## src/rtl/dma_xfer_sched_if.sv

```systemverilog
// Bundle of the command, DMA-engine and status signals around dma_xfer_sched.
// master: the side that issues commands and returns DMA done pulses.
// slave:  the scheduler itself.
interface dma_xfer_sched_if #(
    parameter int AXI_WIDTH_AD = 32,
    parameter int BITS_TRANS   = 18,
    parameter int CMDQ_DEPTH   = 4
);
    localparam int QL_W = $clog2(CMDQ_DEPTH) + 1;

    logic                    cmd_valid;
    logic                    cmd_ready;
    logic                    cmd_dir;
    logic [AXI_WIDTH_AD-1:0] cmd_addr;
    logic [BITS_TRANS-1:0]   cmd_len;
    logic                    dma_rd_start;
    logic                    dma_wr_start;
    logic [BITS_TRANS-1:0]   num_trans;
    logic [AXI_WIDTH_AD-1:0] start_addr;
    logic                    dma_rd_done;
    logic                    dma_wr_done;
    logic                    busy;
    logic                    cmd_done;
    logic                    cmd_err;
    logic [QL_W-1:0]         queue_level;

    modport master (
        output cmd_valid, cmd_dir, cmd_addr, cmd_len, dma_rd_done, dma_wr_done,
        input  cmd_ready, dma_rd_start, dma_wr_start, num_trans, start_addr,
               busy, cmd_done, cmd_err, queue_level
    );

    modport slave (
        input  cmd_valid, cmd_dir, cmd_addr, cmd_len, dma_rd_done, dma_wr_done,
        output cmd_ready, dma_rd_start, dma_wr_start, num_trans, start_addr,
               busy, cmd_done, cmd_err, queue_level
    );
endinterface

```

## src/rtl/dma_xfer_sched.sv

```systemverilog
// DMA command scheduler: queues {dir, addr, len} commands and splits each into
// bursts of at most MAX_CHUNK words that never cross a 4 KB page, driving the
// read or write DMA engine one job at a time with a per-job done watchdog.
module dma_xfer_sched #(
    parameter int AXI_WIDTH_AD = 32,
    parameter int BITS_TRANS   = 18,
    parameter int MAX_CHUNK    = 256,
    parameter int CMDQ_DEPTH   = 4,
    parameter int TIMEOUT      = 65535
) (
    input logic             clk,
    input logic             rst,
    dma_xfer_sched_if.slave bus
);
    localparam int  PTR_W   = (CMDQ_DEPTH > 1) ? $clog2(CMDQ_DEPTH) : 1;
    localparam int  QL_W    = $clog2(CMDQ_DEPTH) + 1;
    localparam int  ENTRY_W = 1 + AXI_WIDTH_AD + BITS_TRANS;
    localparam bit  WDOG_EN = (TIMEOUT != 0);

    typedef enum logic [2:0] {
        S_IDLE,
        S_CALC,
        S_START,
        S_WAIT,
        S_DONE,
        S_ERR
    } state_t;

    // Command queue storage and pointers
    logic [ENTRY_W-1:0]      q_mem [CMDQ_DEPTH];
    logic [PTR_W-1:0]        wr_ptr_reg;
    logic [PTR_W-1:0]        rd_ptr_reg;
    logic [QL_W-1:0]         count_reg;
    logic                    q_full;
    logic                    q_empty;
    logic                    push;
    logic                    pop;
    logic [ENTRY_W-1:0]      q_head;
    logic                    head_dir;
    logic [AXI_WIDTH_AD-1:0] head_addr;
    logic [BITS_TRANS-1:0]   head_len;
    logic [AXI_WIDTH_AD-1:0] addr_aligned;

    // Working registers of the active command
    state_t                  state_reg;
    logic                    dir_reg;
    logic [AXI_WIDTH_AD-1:0] addr_reg;
    logic [BITS_TRANS-1:0]   rem_reg;
    logic [BITS_TRANS-1:0]   chunk_reg;
    logic [31:0]             wdog_reg;

    // Registered outputs
    logic                    rd_start_reg;
    logic                    wr_start_reg;
    logic [BITS_TRANS-1:0]   num_trans_reg;
    logic [AXI_WIDTH_AD-1:0] start_addr_reg;
    logic                    cmd_done_reg;
    logic                    cmd_err_reg;

    // Chunk sizing
    logic [12:0]             bnd_bytes;
    logic [BITS_TRANS-1:0]   bnd_words;
    logic [BITS_TRANS-1:0]   chunk_calc;
    logic                    match_done;

    assign q_full       = (count_reg == QL_W'(CMDQ_DEPTH));
    assign q_empty      = (count_reg == '0);
    assign push         = bus.cmd_valid & bus.cmd_ready;
    assign pop          = (state_reg == S_IDLE) & ~q_empty;
    assign addr_aligned = bus.cmd_addr & ~(AXI_WIDTH_AD'(3));

    assign q_head    = q_mem[rd_ptr_reg];
    assign head_dir  = q_head[ENTRY_W-1];
    assign head_addr = q_head[BITS_TRANS +: AXI_WIDTH_AD];
    assign head_len  = q_head[BITS_TRANS-1:0];

    // A done from the engine that is not running the current job is ignored.
    assign match_done = dir_reg ? bus.dma_wr_done : bus.dma_rd_done;

    // Queue entry write; word-aligned address is stored so the low bits never reach the engines
    always_ff @(posedge clk) begin
        if (push) begin
            q_mem[wr_ptr_reg] <= {bus.cmd_dir, addr_aligned, bus.cmd_len};
        end
    end

    // Queue pointers and occupancy; push and pop in the same cycle cancel out
    always_ff @(posedge clk) begin
        if (rst) begin
            wr_ptr_reg <= '0;
            rd_ptr_reg <= '0;
            count_reg  <= '0;
        end else begin
            if (push) begin
                wr_ptr_reg <= wr_ptr_reg + PTR_W'(1);
            end
            if (pop) begin
                rd_ptr_reg <= rd_ptr_reg + PTR_W'(1);
            end
            case ({push, pop})
                2'b10:   count_reg <= count_reg + QL_W'(1);
                2'b01:   count_reg <= count_reg - QL_W'(1);
                default: count_reg <= count_reg;
            endcase
        end
    end

    // Burst length = min(remaining, MAX_CHUNK, words left in the current 4 KB page)
    always_comb begin
        bnd_bytes  = 13'd4096 - {1'b0, addr_reg[11:0]};
        bnd_words  = BITS_TRANS'(bnd_bytes >> 2);
        chunk_calc = rem_reg;
        if (chunk_calc > BITS_TRANS'(MAX_CHUNK)) begin
            chunk_calc = BITS_TRANS'(MAX_CHUNK);
        end
        if (chunk_calc > bnd_words) begin
            chunk_calc = bnd_words;
        end
    end

    // Scheduler FSM; pulse outputs default low and are set on the edge entering their state
    always_ff @(posedge clk) begin
        if (rst) begin
            state_reg      <= S_IDLE;
            dir_reg        <= 1'b0;
            addr_reg       <= '0;
            rem_reg        <= '0;
            chunk_reg      <= '0;
            wdog_reg       <= '0;
            rd_start_reg   <= 1'b0;
            wr_start_reg   <= 1'b0;
            num_trans_reg  <= '0;
            start_addr_reg <= '0;
            cmd_done_reg   <= 1'b0;
            cmd_err_reg    <= 1'b0;
        end else begin
            rd_start_reg <= 1'b0;
            wr_start_reg <= 1'b0;
            cmd_done_reg <= 1'b0;
            cmd_err_reg  <= 1'b0;
            case (state_reg)
                S_IDLE: begin
                    if (!q_empty) begin
                        dir_reg  <= head_dir;
                        addr_reg <= head_addr;
                        rem_reg  <= head_len;
                        if (head_len == '0) begin
                            cmd_done_reg <= 1'b1;
                            state_reg    <= S_DONE;
                        end else begin
                            state_reg <= S_CALC;
                        end
                    end
                end
                S_CALC: begin
                    // Job parameters are loaded together with the start pulse so
                    // the engine sees them valid in the START cycle.
                    chunk_reg      <= chunk_calc;
                    num_trans_reg  <= chunk_calc;
                    start_addr_reg <= addr_reg;
                    rd_start_reg   <= ~dir_reg;
                    wr_start_reg   <= dir_reg;
                    state_reg      <= S_START;
                end
                S_START: begin
                    wdog_reg  <= '0;
                    state_reg <= S_WAIT;
                end
                S_WAIT: begin
                    if (match_done) begin
                        addr_reg <= addr_reg + AXI_WIDTH_AD'({chunk_reg, 2'b00});
                        rem_reg  <= rem_reg - chunk_reg;
                        if (rem_reg == chunk_reg) begin
                            cmd_done_reg <= 1'b1;
                            state_reg    <= S_DONE;
                        end else begin
                            state_reg <= S_CALC;
                        end
                    end else begin
                        wdog_reg <= wdog_reg + 32'd1;
                        if (WDOG_EN && ((wdog_reg + 32'd1) == 32'(TIMEOUT))) begin
                            cmd_err_reg <= 1'b1;
                            state_reg   <= S_ERR;
                        end
                    end
                end
                S_DONE: begin
                    state_reg <= S_IDLE;
                end
                S_ERR: begin
                    // Remaining chunks are dropped; queued commands stay put.
                    state_reg <= S_IDLE;
                end
                default: begin
                    state_reg <= S_IDLE;
                end
            endcase
        end
    end

    assign bus.cmd_ready    = ~q_full & ~rst;
    assign bus.dma_rd_start = rd_start_reg;
    assign bus.dma_wr_start = wr_start_reg;
    assign bus.num_trans    = num_trans_reg;
    assign bus.start_addr   = start_addr_reg;
    assign bus.busy         = (state_reg != S_IDLE) | ~q_empty;
    assign bus.cmd_done     = cmd_done_reg;
    assign bus.cmd_err      = cmd_err_reg;
    assign bus.queue_level  = count_reg;
endmodule

```

## src/flat_wrapper.sv

```systemverilog
// flat-port wrapper written by rule: the top's interface ports become plain ports
module dma_xfer_sched_flat 
#(
    parameter int AXI_WIDTH_AD = 32,
    parameter int BITS_TRANS   = 18,
    parameter int MAX_CHUNK    = 256,
    parameter int CMDQ_DEPTH   = 4,
    parameter int TIMEOUT      = 65535
)
  (clk, rst, bus_cmd_valid, bus_cmd_dir, bus_cmd_addr, bus_cmd_len, bus_dma_rd_done, bus_dma_wr_done, bus_cmd_ready, bus_dma_rd_start, bus_dma_wr_start, bus_num_trans, bus_start_addr, bus_busy, bus_cmd_done, bus_cmd_err, bus_queue_level);
  dma_xfer_sched_if #(.AXI_WIDTH_AD(AXI_WIDTH_AD), .BITS_TRANS(BITS_TRANS), .CMDQ_DEPTH(CMDQ_DEPTH)) bus_i ();
  input logic clk;
  input logic rst;
  input wire logic [$bits(bus_i.cmd_valid)-1:0] bus_cmd_valid;
  input wire logic [$bits(bus_i.cmd_dir)-1:0] bus_cmd_dir;
  input wire logic [$bits(bus_i.cmd_addr)-1:0] bus_cmd_addr;
  input wire logic [$bits(bus_i.cmd_len)-1:0] bus_cmd_len;
  input wire logic [$bits(bus_i.dma_rd_done)-1:0] bus_dma_rd_done;
  input wire logic [$bits(bus_i.dma_wr_done)-1:0] bus_dma_wr_done;
  output wire logic [$bits(bus_i.cmd_ready)-1:0] bus_cmd_ready;
  output wire logic [$bits(bus_i.dma_rd_start)-1:0] bus_dma_rd_start;
  output wire logic [$bits(bus_i.dma_wr_start)-1:0] bus_dma_wr_start;
  output wire logic [$bits(bus_i.num_trans)-1:0] bus_num_trans;
  output wire logic [$bits(bus_i.start_addr)-1:0] bus_start_addr;
  output wire logic [$bits(bus_i.busy)-1:0] bus_busy;
  output wire logic [$bits(bus_i.cmd_done)-1:0] bus_cmd_done;
  output wire logic [$bits(bus_i.cmd_err)-1:0] bus_cmd_err;
  output wire logic [$bits(bus_i.queue_level)-1:0] bus_queue_level;
  assign bus_i.cmd_valid = bus_cmd_valid;
  assign bus_i.cmd_dir = bus_cmd_dir;
  assign bus_i.cmd_addr = bus_cmd_addr;
  assign bus_i.cmd_len = bus_cmd_len;
  assign bus_i.dma_rd_done = bus_dma_rd_done;
  assign bus_i.dma_wr_done = bus_dma_wr_done;
  assign bus_cmd_ready = bus_i.cmd_ready;
  assign bus_dma_rd_start = bus_i.dma_rd_start;
  assign bus_dma_wr_start = bus_i.dma_wr_start;
  assign bus_num_trans = bus_i.num_trans;
  assign bus_start_addr = bus_i.start_addr;
  assign bus_busy = bus_i.busy;
  assign bus_cmd_done = bus_i.cmd_done;
  assign bus_cmd_err = bus_i.cmd_err;
  assign bus_queue_level = bus_i.queue_level;
  dma_xfer_sched #(.AXI_WIDTH_AD(AXI_WIDTH_AD), .BITS_TRANS(BITS_TRANS), .MAX_CHUNK(MAX_CHUNK), .CMDQ_DEPTH(CMDQ_DEPTH), .TIMEOUT(TIMEOUT)) u_core (.clk(clk), .rst(rst), .bus(bus_i));
endmodule
```

## config.mk

```make
export PLATFORM = sky130hd
export DESIGN_NAME = dma_xfer_sched_flat
export DESIGN_NICKNAME = d
export VERILOG_FILES = /design/src/rtl/dma_xfer_sched_if.sv /design/src/rtl/dma_xfer_sched.sv /design/src/flat_wrapper.sv
export SDC_FILE = /design/constraint.sdc
export NUM_CORES = 1
export LEC_CHECK = 0
export BUFFER_PORTS_ARGS = -buffer_cell sky130_fd_sc_hd__buf_4
export CORE_UTILIZATION = 60
export CTS_CLUSTER_DIAMETER = 100
export CTS_CLUSTER_SIZE = 8
export DETAILED_ROUTE_END_ITERATION = 8
export GPL_TIMING_DRIVEN = 0
export PLACE_DENSITY = 0.79
export SLEW_MARGIN = 10
export SYNTH_ARGS = -nofsm -noshare
export SYNTH_HDL_FRONTEND = slang
export SYNTH_SLANG_ARGS = --single-unit
```

## constraint.sdc

```tcl
create_clock -name clk -period 4.4 [get_ports clk]
set_input_delay 0.44 -clock clk [delete_from_list [all_inputs] [get_ports clk]]
set_output_delay 0.44 -clock clk [all_outputs]
set_load 0.01 [all_outputs]
```

==> impl_results.md <==
* Outcome: finished, violations left
* Failing checks: design-rule violations
* CTS Hold Buffers Added at 0
* Hold Path Depth at 1
* Post-cts sizing count at 0
* Grt met3 use at 0.0789
* Ports at 115
* Final WL at 45000 um
* Starting Density at 0.615
* Share of layout cells above drive strength 1 at 0.167
* Reg-to-reg slack, setup at 0.65 ns
* Post-Synthesis Cells at between 1k and 1.5k
* Clk root buf: clkbuf_16
* Register Area at 8790 sq um
* DRC at 6
* Die Wd at 166 um
* Hold worst-path end: u_core.q_mem[0][10]
* Yosys cell types at 73
* H-tree levels at 2
* Area Overhead vs Synth at 17.4%
* DRT antenna net count at 0
* Slew headroom at 0.437
* Gr usage total at 0.333
* Final setup viols at 0
* Synth warnings at 0
* Worst reg2reg path startpoint: u_core.rem_reg[12]
* Leakage power at approximately 7 nW
* Most used cell, CP: a21oi_1
* Critical Path RT at 4.87 ns
* Setup TNS at 0 ns
* Post-detail-place hpwl at approximately 30000 um
* Clock share of power at 0.296
* Worst-Skew Late Latency at around 0.57 ns
* Net switching power at 4.16 mW
* Seq cells post-synth at 341
* Maximum VDD drop at between 0.0004 and 0.0005 V
* CP arrival at 4.22 ns
* Antenna diodes at 0
* Max FFs per register at between 150 and 200
* GRT overflow at 0
* Die area at between 20000 and 30000 sq um
* Final Util at 0.722
* DR pass1 iterations at 7
* P per Cell Area at 607 nW/um^2
* Number of global-route vias before repair at 12.5k
* CP cell instances: nor4_1 -> nand3_1 -> a21oi_1 -> nand2_1 -> inv_1 -> ha_1 -> a21o_1 -> a21oi_1 -> nor2b_1 -> o41ai_1 -> a21oi_1 -> o31a_1 -> clkbuf_1 -> mux2_2 -> a21oi_1
* Reg-to-Reg End: u_core.bus.num_trans[6]
* Synthesized area per cell at roughly 11 sq um
* Routed vias/inst at 6.41
* CP max stage delay at approximately 0.45 ns
* Crit. path cell count at 15
* Tot Pwr at 11.5 mW
* Largest net degree at the start of global routing at 31
* Gpl congestion at 0.938
* Kind of critical path: reg -> reg
* Commonest non-fill, non-tap cell in the layout: edfxtp_1
* Worst Path Buf+Inv at 2
* Met1 usage at 0.434
* Antenna violations before repair at 1
* # rows at 59
* Nets at 1729
* Global Route met2 Usage at 0.540
* RSZ-0062 raised after global routing: no
* Worst slew pin tran at about 0.84 ns
* Routed via count at between 10k and 15k
* Worst-path clk slew at 0.06 ns
* Final worst path period need at 3.75 ns
* Layout fillers at 1828
* Combinational share of power at 0.348
* Delay-heaviest family, CP: compound AO/OA/AOI/OAI gates
* Clk sink count at 341
* Tcrit/Tclk final at 0.852
* Endpoints failing hold at 0
* Average routed wire per standard cell at 22.8 um
* Post-route cell area at 19000 sq um
* Most frequent cells in the layout: 196 x edfxtp_1, 157 x nand2_1, 145 x dfxtp_1
* Startpoint Class: register
* Mapped Area at 16200 sq um
* Sequential area share after synthesis at 0.543
* Clock tree buffer depth at 3
* Multi-input gate area at 6840 sq um
* Postcts setup bufs at 0
* First-pass GRT wire length at between 70000 and 80000 um
* TritonCTS clock tree: built
* Sw Share at 0.361
* Fin. max-slew vios at 0
* Sequential share of power at 0.355
* R2R depth at 15
* Core area at 26300 sq um
* FFs w/ async S/R, synth at 0
* Setup Skew at 0.0337 ns
* Initial drt markers at 1424
* MaxCap Viol Count at 0
* HP Start: bus_cmd_len[10]
* Slowest CP cell: a21oi_1
* Cts bufs inserted at 48
* Fmax at between 0.2 and 0.3 GHz
* DP Area at 17600 sq um
* Internal at 7.36 mW
* HP Class: in -> reg
* Worst-path fanout max at 10
* Busiest layer in global routing: met2
* # port buffers at 110
* Most used DFF post-synth: edfxtp_1
* Crit end category: register
* Die H at 166 um
* Number of synthesized flops with an enable pin at a little under 200
## power by group through the flow
stage | Sequential [mW] | Clock [mW] | Combinational (mW)
finish | 4.09 | 3.42 | 4.01
global route | 4.12 | 3.59 | 4.36
CTS | 4.08 | 3.45 | 3.93
detailed placement | 4.13 | 0 | 3.87
global placement | 4.13 | 0 | 3.77
floorplan | 4.04 | 0 | 2.71
## per-layer routing
| layer | wire [um] | up-vias |
|---|---|---|
| met1 | 18000 | 6171 |
| met4 | 1560 | 2 |
| met2 | 21300 | 639 |
| li1 | - | 5744 |
| met3 | 4200 | 125 |
| met5 | 11 | - |
## cell families after synthesis
group / Yosys count / share of synthesized area
flops: 341 / 0.543
buf+inv: 132 / 0.0348
xor+xnor: 50 / 0.0271
fa+ha+maj: 58 / 0.0463
other cells: 1 / 0.000232
mux: 67 / 0.0808
compound gates: 330 / 0.126
simple gates: 466 / 0.142
## layout make-up
cell class	instances	share of cell area
clock buffer	74	0.0684
multi-input combinational	975	0.360
clock inverter	4	0.00448
timing repair buffer	117	0.0521
tap	335	0.0221
inverter	51	0.0101
sequential	341	0.463
buffer	81	0.0196
## cell usage after synthesis, drive strengths merged (12+ instances only)
cell	instances	area share
nand4	23	0.011
inv	51	0.012
nor2	92	0.022
dfxtp	145	0.18
nand3	44	0.014
xnor2	27	0.015
xor2	23	0.012
nor4	16	0.0079
edfxtp	196	0.36
nand2	157	0.036
clkbuf	54	0.013
a21o	22	0.010
ha	55	0.043
a211oi	22	0.010
a21oi	105	0.032
or3	12	0.0048
a31oi	19	0.0073
o21ai	87	0.027
nor3	44	0.014
and3	23	0.0089
buf	27	0.010
mux4	49	0.068
## worst register-to-register path, stage by stage (launching register included)
cell and delay [ns]:
dfxtp_1 0.35, nor4_1 0.31, nand3_1 0.19, a21oi_1 0.46
nand2_1 0.16, inv_1 0.09, ha_1 0.24, a21o_1 0.16
a21oi_1 0.13, nor2b_1 0.06, o41ai_1 0.33, a21oi_1 0.11
o31a_1 0.27, clkbuf_1 0.30, mux2_2 0.36, a21oi_1 0.14
## worst max path at each step
stage	start	end	slack, ns
3_3_place_gp	rst	u_core.q_mem[0][13]	0.65
4_1_cts	u_core.rem_reg[12]	u_core.bus.num_trans[6]	0.66
3_5_place_dp	u_core.rem_reg[12]	u_core.bus.num_trans[3]	0.72
2_1_floorplan	u_core.rem_reg[12]	u_core.bus.num_trans[2]	1.32
6_report	u_core.rem_reg[12]	u_core.bus.num_trans[6]	0.65
5_1_grt	u_core.rem_reg[12]	u_core.bus.num_trans[7]	0.32
## stage by stage
step	setup slack, ns	cells	hold slack, ns
5_1_grt	0.317	1978	0.0515
2_1_floorplan	1.32	1448	0.440
6_report	0.652	1978	0.0700
4_1_cts	0.658	1978	0.0563
3_5_place_dp	0.722	1900	0.454
3_3_place_gp	0.651	1893	0.447
Note: power is estimated with default switching activity, not from simulation.
